==> src/rtl/frame_sync.sv <==
`default_nettype none
// +--------------------------------------------------------------------------+
// | Module      : frame_sync                                                 |
// | Description : Frame synchroniser for the "1010" marker detector output.  |
// |               Locks after LOCK_HITS on-time markers, flywheels through   |
// |               misses and drops lock after LOSS_MISSES consecutive misses.|
// |               Optional FRAME_SYNC_STATS_EN adds the slip_cnt output.     |
// | Revision    : 1.0 - initial release                                      |
// +--------------------------------------------------------------------------+
module frame_sync #(
    parameter  int FRAME_LEN   = 16,
    parameter  int LOCK_HITS   = 3,
    parameter  int LOSS_MISSES = 2,
    localparam int POS_W       = $clog2(FRAME_LEN)
) (
    input  logic             clk,
    input  logic             resetn,
    input  logic             det,
    output logic             locked,
    output logic             frame_start,
    output logic [POS_W-1:0] pos,
    output logic             sync_lost
`ifdef FRAME_SYNC_STATS_EN
    ,
    output logic [15:0]      slip_cnt
`endif
);

    localparam int HIT_W  = $clog2(LOCK_HITS + 1);
    localparam int MISS_W = $clog2(LOSS_MISSES + 1);

    localparam logic [1:0] c_ST_HUNT     = 2'd0;
    localparam logic [1:0] c_ST_VERIFY   = 2'd1;
    localparam logic [1:0] c_ST_LOCKED   = 2'd2;
    localparam logic [1:0] c_ST_FLYWHEEL = 2'd3;

    localparam logic [POS_W-1:0]  c_POS_MAX   = POS_W'(FRAME_LEN - 1);
    localparam logic [POS_W-1:0]  c_POS_ONE   = POS_W'(1);
    localparam logic [HIT_W-1:0]  c_HIT_ONE   = HIT_W'(1);
    localparam logic [HIT_W-1:0]  c_LOCK_HITS = HIT_W'(LOCK_HITS);
    localparam logic [MISS_W-1:0] c_MISS_ONE  = MISS_W'(1);
    localparam logic [MISS_W-1:0] c_LOSS_MISS = MISS_W'(LOSS_MISSES);

    logic [1:0]        r_state;
    logic [POS_W-1:0]  r_pos;
    logic [HIT_W-1:0]  r_hit_cnt;
    logic [MISS_W-1:0] r_miss_cnt;
    logic              r_sync_lost;

    logic [1:0]        w_state_nxt;
    logic [POS_W-1:0]  w_pos_nxt;
    logic [POS_W-1:0]  w_pos_inc;
    logic [HIT_W-1:0]  w_hit_nxt;
    logic [HIT_W-1:0]  w_hit_inc;
    logic [MISS_W-1:0] w_miss_nxt;
    logic [MISS_W-1:0] w_miss_inc;
    logic              w_sync_lost_nxt;
    logic              w_window;

    assign w_pos_inc  = (r_pos == c_POS_MAX) ? '0 : r_pos + c_POS_ONE;
    assign w_hit_inc  = r_hit_cnt + c_HIT_ONE;
    assign w_miss_inc = r_miss_cnt + c_MISS_ONE;
    assign w_window   = (r_state != c_ST_HUNT) && (r_pos == '0);

    always_ff @(posedge clk or negedge resetn) begin
        if (!resetn) begin
            r_state     <= c_ST_HUNT;
            r_pos       <= '0;
            r_hit_cnt   <= '0;
            r_miss_cnt  <= '0;
            r_sync_lost <= 1'b0;
        end else begin
            r_state     <= w_state_nxt;
            r_pos       <= w_pos_nxt;
            r_hit_cnt   <= w_hit_nxt;
            r_miss_cnt  <= w_miss_nxt;
            r_sync_lost <= w_sync_lost_nxt;
        end
    end

    // det is only acted on in HUNT or in a window cycle; anything else is noise.
    always_comb begin
        w_state_nxt     = r_state;
        w_pos_nxt       = (r_state == c_ST_HUNT) ? '0 : w_pos_inc;
        w_hit_nxt       = r_hit_cnt;
        w_miss_nxt      = r_miss_cnt;
        w_sync_lost_nxt = 1'b0;

        case (r_state)
            c_ST_HUNT: begin
                if (det) begin
                    w_pos_nxt   = c_POS_ONE;
                    w_hit_nxt   = c_HIT_ONE;
                    w_miss_nxt  = '0;
                    w_state_nxt = (LOCK_HITS == 1) ? c_ST_LOCKED : c_ST_VERIFY;
                end
            end
            c_ST_VERIFY: begin
                if (w_window) begin
                    if (det) begin
                        w_hit_nxt = w_hit_inc;
                        if (w_hit_inc == c_LOCK_HITS) begin
                            w_state_nxt = c_ST_LOCKED;
                        end
                    end else begin
                        w_state_nxt = c_ST_HUNT;
                        w_pos_nxt   = '0;
                    end
                end
            end
            c_ST_LOCKED: begin
                if (w_window && !det) begin
                    if (LOSS_MISSES == 1) begin
                        w_state_nxt     = c_ST_HUNT;
                        w_pos_nxt       = '0;
                        w_miss_nxt      = '0;
                        w_sync_lost_nxt = 1'b1;
                    end else begin
                        w_state_nxt = c_ST_FLYWHEEL;
                        w_miss_nxt  = c_MISS_ONE;
                    end
                end
            end
            default: begin
                if (w_window) begin
                    if (det) begin
                        w_state_nxt = c_ST_LOCKED;
                        w_miss_nxt  = '0;
                    end else if (w_miss_inc == c_LOSS_MISS) begin
                        w_state_nxt     = c_ST_HUNT;
                        w_pos_nxt       = '0;
                        w_miss_nxt      = '0;
                        w_sync_lost_nxt = 1'b1;
                    end else begin
                        w_miss_nxt = w_miss_inc;
                    end
                end
            end
        endcase
    end

    assign locked      = (r_state == c_ST_LOCKED) || (r_state == c_ST_FLYWHEEL);
    assign frame_start = locked && (r_pos == '0);
    assign pos         = r_pos;
    assign sync_lost   = r_sync_lost;

`ifdef FRAME_SYNC_STATS_EN
    logic [15:0] r_slip_cnt;

    // Counted on the same edge that raises sync_lost, saturating.
    always_ff @(posedge clk or negedge resetn) begin
        if (!resetn) begin
            r_slip_cnt <= '0;
        end else if (w_sync_lost_nxt && (r_slip_cnt != 16'hFFFF)) begin
            r_slip_cnt <= r_slip_cnt + 16'd1;
        end
    end

    assign slip_cnt = r_slip_cnt;
`endif

endmodule
`default_nettype wire

==> config.mk <==
export PLATFORM = sky130hd
export DESIGN_NAME = frame_sync
export DESIGN_NICKNAME = d
export VERILOG_FILES = /design/src/rtl/frame_sync.sv
export SDC_FILE = /design/constraint.sdc
export NUM_CORES = 1
export LEC_CHECK = 0
export BUFFER_PORTS_ARGS = -buffer_cell sky130_fd_sc_hd__buf_2
export CORE_AREA = 2 2 39 41
export DETAILED_ROUTE_END_ITERATION = 8
export DIE_AREA = 0 0 41 43
export HOLD_SLACK_MARGIN = 0.05
export PLACE_DENSITY_LB_ADDON = 0.05
export REMOVE_ABC_BUFFERS = 1
export SYNTH_ARGS = -nofsm -noshare
export SYNTH_HDL_FRONTEND = slang
export SYNTH_SLANG_ARGS = --single-unit
==> constraint.sdc <==
create_clock -name clk -period 3.05 [get_ports clk]
set_input_delay 0.61 -clock clk [delete_from_list [all_inputs] [get_ports clk]]
set_output_delay 0.61 -clock clk [all_outputs]
set_load 0.01 [all_outputs]
==> flow_summary.toml, run 1 <==
[timing]
min_period_over_period = 0.733
maxSlewViolCount = 0
rsz0062_at_grt = "no"
max_freq_ghz = 0.447
tightest_slew_ns = 0.401
hold_ws_ns = 0.183
post-route-min-period_ns = 2.24
setup_viol_count_final = 0
hold_viol = 0
fin_skew_ns = 0.00314
finalSetupTns_ns = 0
relSlewSlack = 0.733

[floorplanning]
die_x_um = 41
start_util = 0.449
die_area_mm2 = 0.00176
die_y_um = 43
rows = 14
core_mm2 = 0.00138
pin_count = 10

[setup_path]
cp_data_required_time_ns = 2.44
critPathCapture = "frame_start"
slowest_delay_ns = 0.43
rr_worst_depth = 5
worst_setup_path_start_kind = "flip-flop"
crit_start = "pos[0]"
path_cells = "inv_1, ha_1, nor3b_2, and2_1, buf_2"
reg2reg_slack_ns = 1.38
r2r-start = "pos[0]"
path_class = "reg -> out"
crit_slowest_cell = "dfrtp_1"
critical_path_depth = 5
end_kind = "primary output"
r2r-end = "r_hit_cnt[1]"
path_delay_family = "simple AND/OR/NAND/NOR gates"
path_buf_inv = 2
cp_max_fo = 5
arrival_ns = 1.63

[cts]
clockBufferDepth = 2
h-tree-depth = 1
cts_buffers = 3
hold_buffers = 0
root_buffer = "clkbuf_4"
clk_pin_slew_ns = 0.07
cts_tree = "done"
cts_setup_buffers = 0
clkSinkCount = 11
clk_latency_ns = 0.28
cts_resized = 0

[power_and_ir_drop]
p_leak_nw = 0.311
p_sw_frac = 0.416
clkPwrFrac = 0.156
combPwrFrac = 0.437
p_per_area_mw_per_mm2 = 953
peakVddDrop_v = 0.000387
p_int_mw = 0.390
net-switching-power_mw = 0.278
p_seq_frac = 0.407

[detailed_routing]
drt-met1-wl_um = 592
wl_met2_um = 571
vias_per_cell = 5.69
dr_total_vias = 506
totalWireLength_um = 1230
detail_route.wl_per_cell_um = 13.8
met3WireLength_um = 44
top_layer_used = "met4"
drc_errors = 0
ant_nets = 0
dr.pass1.iters = 4
drt-initial-drc-count = 8

[global_routing]
grt_pass1_wl_um = 2050
track_usage = 0.177
grt_antenna_before_repair = 0
grt_start_max_net_pins = 15
overflow = 0
grt_pass1_vias = 479

[layout]
mostFrequentLayoutCells = "11 x dfrtp_1, 9 x buf_2, 6 x a21oi_1"
final_nets = 80
final_common_cell = "dfrtp_1"
fillers = 134
diodes = 0
area_growth_pct = 12.9
drive_gt1_frac = 0.219

[synth]
synthAdderAreaFrac = 0.0604
muxShareOfSynthArea = 0.0342
synth_top_family_by_area = "compound AO/OA/AOI/OAI gates"
synth-xor-area-share = 0.0141
syn_area_um2 = 622
synth_cell_types = 28
yosysSeqAreaShare = 0.443
synth_compound_gate_area_share = 0.203
avgSynthCellArea_um2 = 9.87
synthSimpleGateAreaFrac = 0.197
synthFlopType = "dfrtp_1"
netlist_instances = 63
synth_edf_count = 0
async_flop_share = 1.00
yosys_warnings = 0
ys_ff_latch = 11

[min_path]
hp-class = "in -> async"

[job]
max_cap_viol_count = 0

[placed_design]
port_buffers = 9
hpwl_um = 885
routabilityCongestion = 0.780

[run_status]
status = "finished clean"
==> worst min path at each step <==
stage | to | depth (start not counted)
2_1_floorplan | async pin | 0
3_3_place_gp | sync_lost | 1
3_5_place_dp | sync_lost | 1
4_1_cts | sync_lost | 1
5_1_grt | sync_lost | 1
6_report | sync_lost | 1
==> logic make-up after synthesis <==
group | Yosys count
buffers and inverters | 8
AND/OR/NAND/NOR | 19
flip-flops | 11
AO/OA/AOI/OAI | 19
XOR/XNOR | 1
adder cells (fa/ha/maj) | 3
multiplexers | 2
==> layer usage <==
| metal | vias up | global-route usage |
|---|---|---|
| met2 | 10 | 0.241 |
| met1 | 247 | 0.246 |
| met5 | - | 0 |
| li1 | 247 | - |
| met4 | 0 | 0.120 |
| met3 | 2 | 0.0314 |
==> state kept, by name (all words and copies together) (netlist names), named ones only <==
register and count:
pos 4, r_miss_cnt 2, sync_lost 1, r_hit_cnt 2
r_state 1
==> stage by stage <==
stage          total power, mW  setup WS (ns)  utilization  cells  area (um^2)
6_report                 0.669          0.813        0.507     89          702
5_1_grt                  0.734          0.665        0.507     89          702
4_1_cts                  0.677          0.795        0.507     89          702
3_5_place_dp             0.567           1.10        0.488     85          676
3_3_place_gp             0.569           1.14        0.488     85          676
2_1_floorplan            0.476           1.26            -     60          611
==> power by group through the flow <==
stage	logic, mW	clock network (mW)	registers (mW)
floorplan	0.205	0	0.271
global placement	0.296	0	0.273
detailed placement	0.292	0	0.275
CTS	0.296	0.110	0.272
global route	0.335	0.115	0.284
finish	0.292	0.104	0.272
==> cell usage after synthesis (3+ instances only) <==
cell | n | area (um^2)
o21ai_0 | 4 | 20.0
ha_1 | 3 | 37.5
nor2_1 | 4 | 15.0
clkbuf_1 | 3 | 11.3
dfrtp_1 | 11 | 275
a21oi_1 | 6 | 30.0
inv_1 | 4 | 15.0
==> area by class of cell <==
type | count | area, um^2 | area share
inverters | 5 | 18.8 | 0.0267
repair buffers | 9 | 45.0 | 0.0642
multi-input cells | 44 | 317 | 0.451
clock buffers | 4 | 26.3 | 0.0374
flip-flops and latches | 11 | 275 | 0.392
well taps | 16 | 20.0 | 0.0285
Power figures use the tool's default switching activity.
==> run 2, diff against run 1 <==
--- a/config.mk
+++ b/config.mk
@@ -5,10 +5,10 @@
 export SDC_FILE = /design/constraint.sdc
 export NUM_CORES = 1
 export LEC_CHECK = 0
+export ABC_AREA = 1
 export BUFFER_PORTS_ARGS = -buffer_cell sky130_fd_sc_hd__buf_2
-export CORE_AREA = 2 2 39 41
+export CORE_UTILIZATION = 53
 export DETAILED_ROUTE_END_ITERATION = 8
-export DIE_AREA = 0 0 41 43
 export HOLD_SLACK_MARGIN = 0.05
 export PLACE_DENSITY_LB_ADDON = 0.05
 export REMOVE_ABC_BUFFERS = 1
==> constraint.sdc (replaced) <==
create_clock -name clk -period 2.1 [get_ports clk]
set_input_delay 0.42 -clock clk [delete_from_list [all_inputs] [get_ports clk]]
set_output_delay 0.42 -clock clk [all_outputs]
set_load 0.01 [all_outputs]
==> run 2 against run 1 <==
Cell count rose by 34%; global-route usage rose by 5.3 points; hold slack improved by 0.27 ns; die area fell by 18%; utilization rose by 16 points; count of clock-buffer cells in the layout did not move; register-to-register slack got worse by 0.73 ns; synthesized area rose by 11%; highest routed layer unchanged.
==> flow_summary.toml, run 2 <==
[synth]
synthFlopType = "dfrtp_1"
netlist_top_cells_count = "22 x nand2_1, 12 x inv_1, 12 x nor2_1"
synth_edf_count = 0
ys_ff_latch = 11
yosysMostFrequentCell = "nand2_1"
synth.area.top_cells = "dfrtp_1 40%, nand2_1 12%, inv_1 6.5%"
yosysSeqAreaShare = 0.400
yosys_warnings = 0
syn_area_um2 = 688
yosysTopAreaCellShare = 0.400
async_flop_share = 1.00
avgSynthCellArea_um2 = 7.40
synth_cell_types = 20
yosysTopAreaCell = "dfrtp_1"
netlist_instances = 93

[floorplanning]
die_y_um = 38.0
start_util = 0.595
die_x_um = 38.0
core_mm2 = 0.00116
die_area_mm2 = 0.00145
pin_count = 10
rows = 12

[timing]
setup_viol_count_final = 0
post-route-min-period_ns = 1.74
tightest_slew_ns = 0.339
rsz0062_at_grt = "no"
hold_viol = 0
maxSlewViolCount = 0
finalSetupTns_ns = 0
max_freq_ghz = 0.574
relSlewSlack = 0.774
hold_ws_ns = 0.455
fin_skew_ns = 0.000809
min_period_over_period = 0.830

[setup_path]
worst_setup_path_start_kind = "flip-flop"
cp_max_fo = 5
arrival_ns = 1.32
path_class = "reg -> out"
cp_data_required_time_ns = 1.68
end_kind = "primary output"

[global_routing]
overflow = 0
grt_start_max_net_pins = 12
grt_pass1_wl_um = 2220
grt_pass1_vias = 539
track_usage = 0.230
grt_antenna_before_repair = 0

[detailed_routing]
drc_errors = 0
vias_per_cell = 5.23
dr_total_vias = 622
ant_nets = 0
drt-initial-drc-count = 12
detail_route.wl_per_cell_um = 10.9
dr.pass1.iters = 4
totalWireLength_um = 1300

[cts]
clk_pin_slew_ns = 0.07
clkSinkCount = 11
clk_latency_ns = 0.27
cts_setup_buffers = 0
root_buffer = "clkbuf_4"
hold_buffers = 1
cts_resized = 0
clockBufferDepth = 2
cts_buffers = 3
h-tree-depth = 1
cts_tree = "done"

[layout]
drive_gt1_frac = 0.210
final_common_cell = "nand2_1"
final_nets = 112
area_growth_pct = 11.5
diodes = 0
largest_reg_flops = 4
mostFrequentLayoutCells = "22 x nand2_1, 12 x inv_1, 12 x nor2_1, 11 x dfrtp_1, 9 x buf_2"

[job]
max_cap_viol_count = 0

[power_and_ir_drop]
p_per_area_mw_per_mm2 = 1500
p_leak_nw = 0.415
peakVddDrop_v = 0.000748

[placed_design]
port_buffers = 9
hpwl_um = 1020
routabilityCongestion = 0.881

[run_status]
status = "finished clean"

[min_path]
hp-class = "in -> reg"
## run 2: cell types whose count changed in the layout (fill, tap and decap cells not counted), moves of 2 or more
cell / delta
a31oi_1: -2
nand3_1: +7
inv_1: +8
nand4_1: +2
nand2b_1: -2
nor2_1: +8
a21oi_1: -2
and2_1: -2
nor2_2: +3
nand2_2: +3
nand2_1: +20
a22o_1: -2
nand3b_1: -2
## run 2: worst max-delay path, cell delays in order, from the launching register on
cell,delay (ns)
dfrtp_1,0.42
inv_1,0.08
ha_1,0.21
nand2_1,0.16
nor2_1,0.05
buf_2,0.13
## run 2: stage by stage
step | util | power [mW] | setup WS [ns] | cells | area (um^2)
2_1_floorplan | - | 0.851 | 0.718 | 91 | 668
3_3_place_gp | 0.632 | 0.986 | 0.682 | 114 | 731
3_5_place_dp | 0.632 | 1.01 | 0.645 | 114 | 731
4_1_cts | 0.663 | 1.16 | 0.352 | 119 | 767
5_1_grt | 0.663 | 1.27 | 0.276 | 119 | 767
6_report | 0.663 | 1.15 | 0.358 | 119 | 767
## run 2: final timing paths
path                       cells past startpoint  slack (ns)    startpoint      endpoint
max                                            5        0.36        pos[0]   frame_start
min in group asynchronous                      2        0.54        resetn        pos[3]
min reg2reg                                    2        0.51  r_hit_cnt[1]  r_hit_cnt[1]
min                                            3        0.46           det     flip-flop
max reg2reg                                    7        0.65        pos[0]  r_hit_cnt[0]
max in group asynchronous                      2        1.35        resetn        pos[0]
## run 2: kinds of logic (layout without fill, tap and decap cells)
group,after synthesis,count (layout),synth area share
compound gates,12,12,0.104
fa+ha+maj,3,3,0.0546
buf+inv,16,28,0.105
flops,11,11,0.400
simple gates,51,51,0.336
## run 2: report_power, final
| part | switching [mW] | internal, mW | leakage [nW] | total (mW) |
|---|---|---|---|---|
| sequential | 0.102 | 0.286 | 0.142 | 0.388 |
| clock | 0.0742 | 0.0737 | 0.0150 | 0.148 |
| combinational | 0.381 | 0.234 | 0.259 | 0.614 |
| total | 0.557 | 0.593 | 0.415 | 1.15 |
## run 2: area by class of cell
class                   instances  area [um^2]
fillers                       100          389
multi-input cells              66          340
flip-flops and latches         11          275
repair buffers                 10         55.1
inverters                      14         52.6
clock buffers                   4         26.3
well taps                      14         17.5
## run 2: layer usage
metal  up-vias  part of all wire  global-route usage
met1       283              0.48               0.280
met5         -                 0                   0
met3         5             0.033              0.0523
met4         0             0.029               0.161
met2        11              0.46               0.356
li1        323                 -                   -
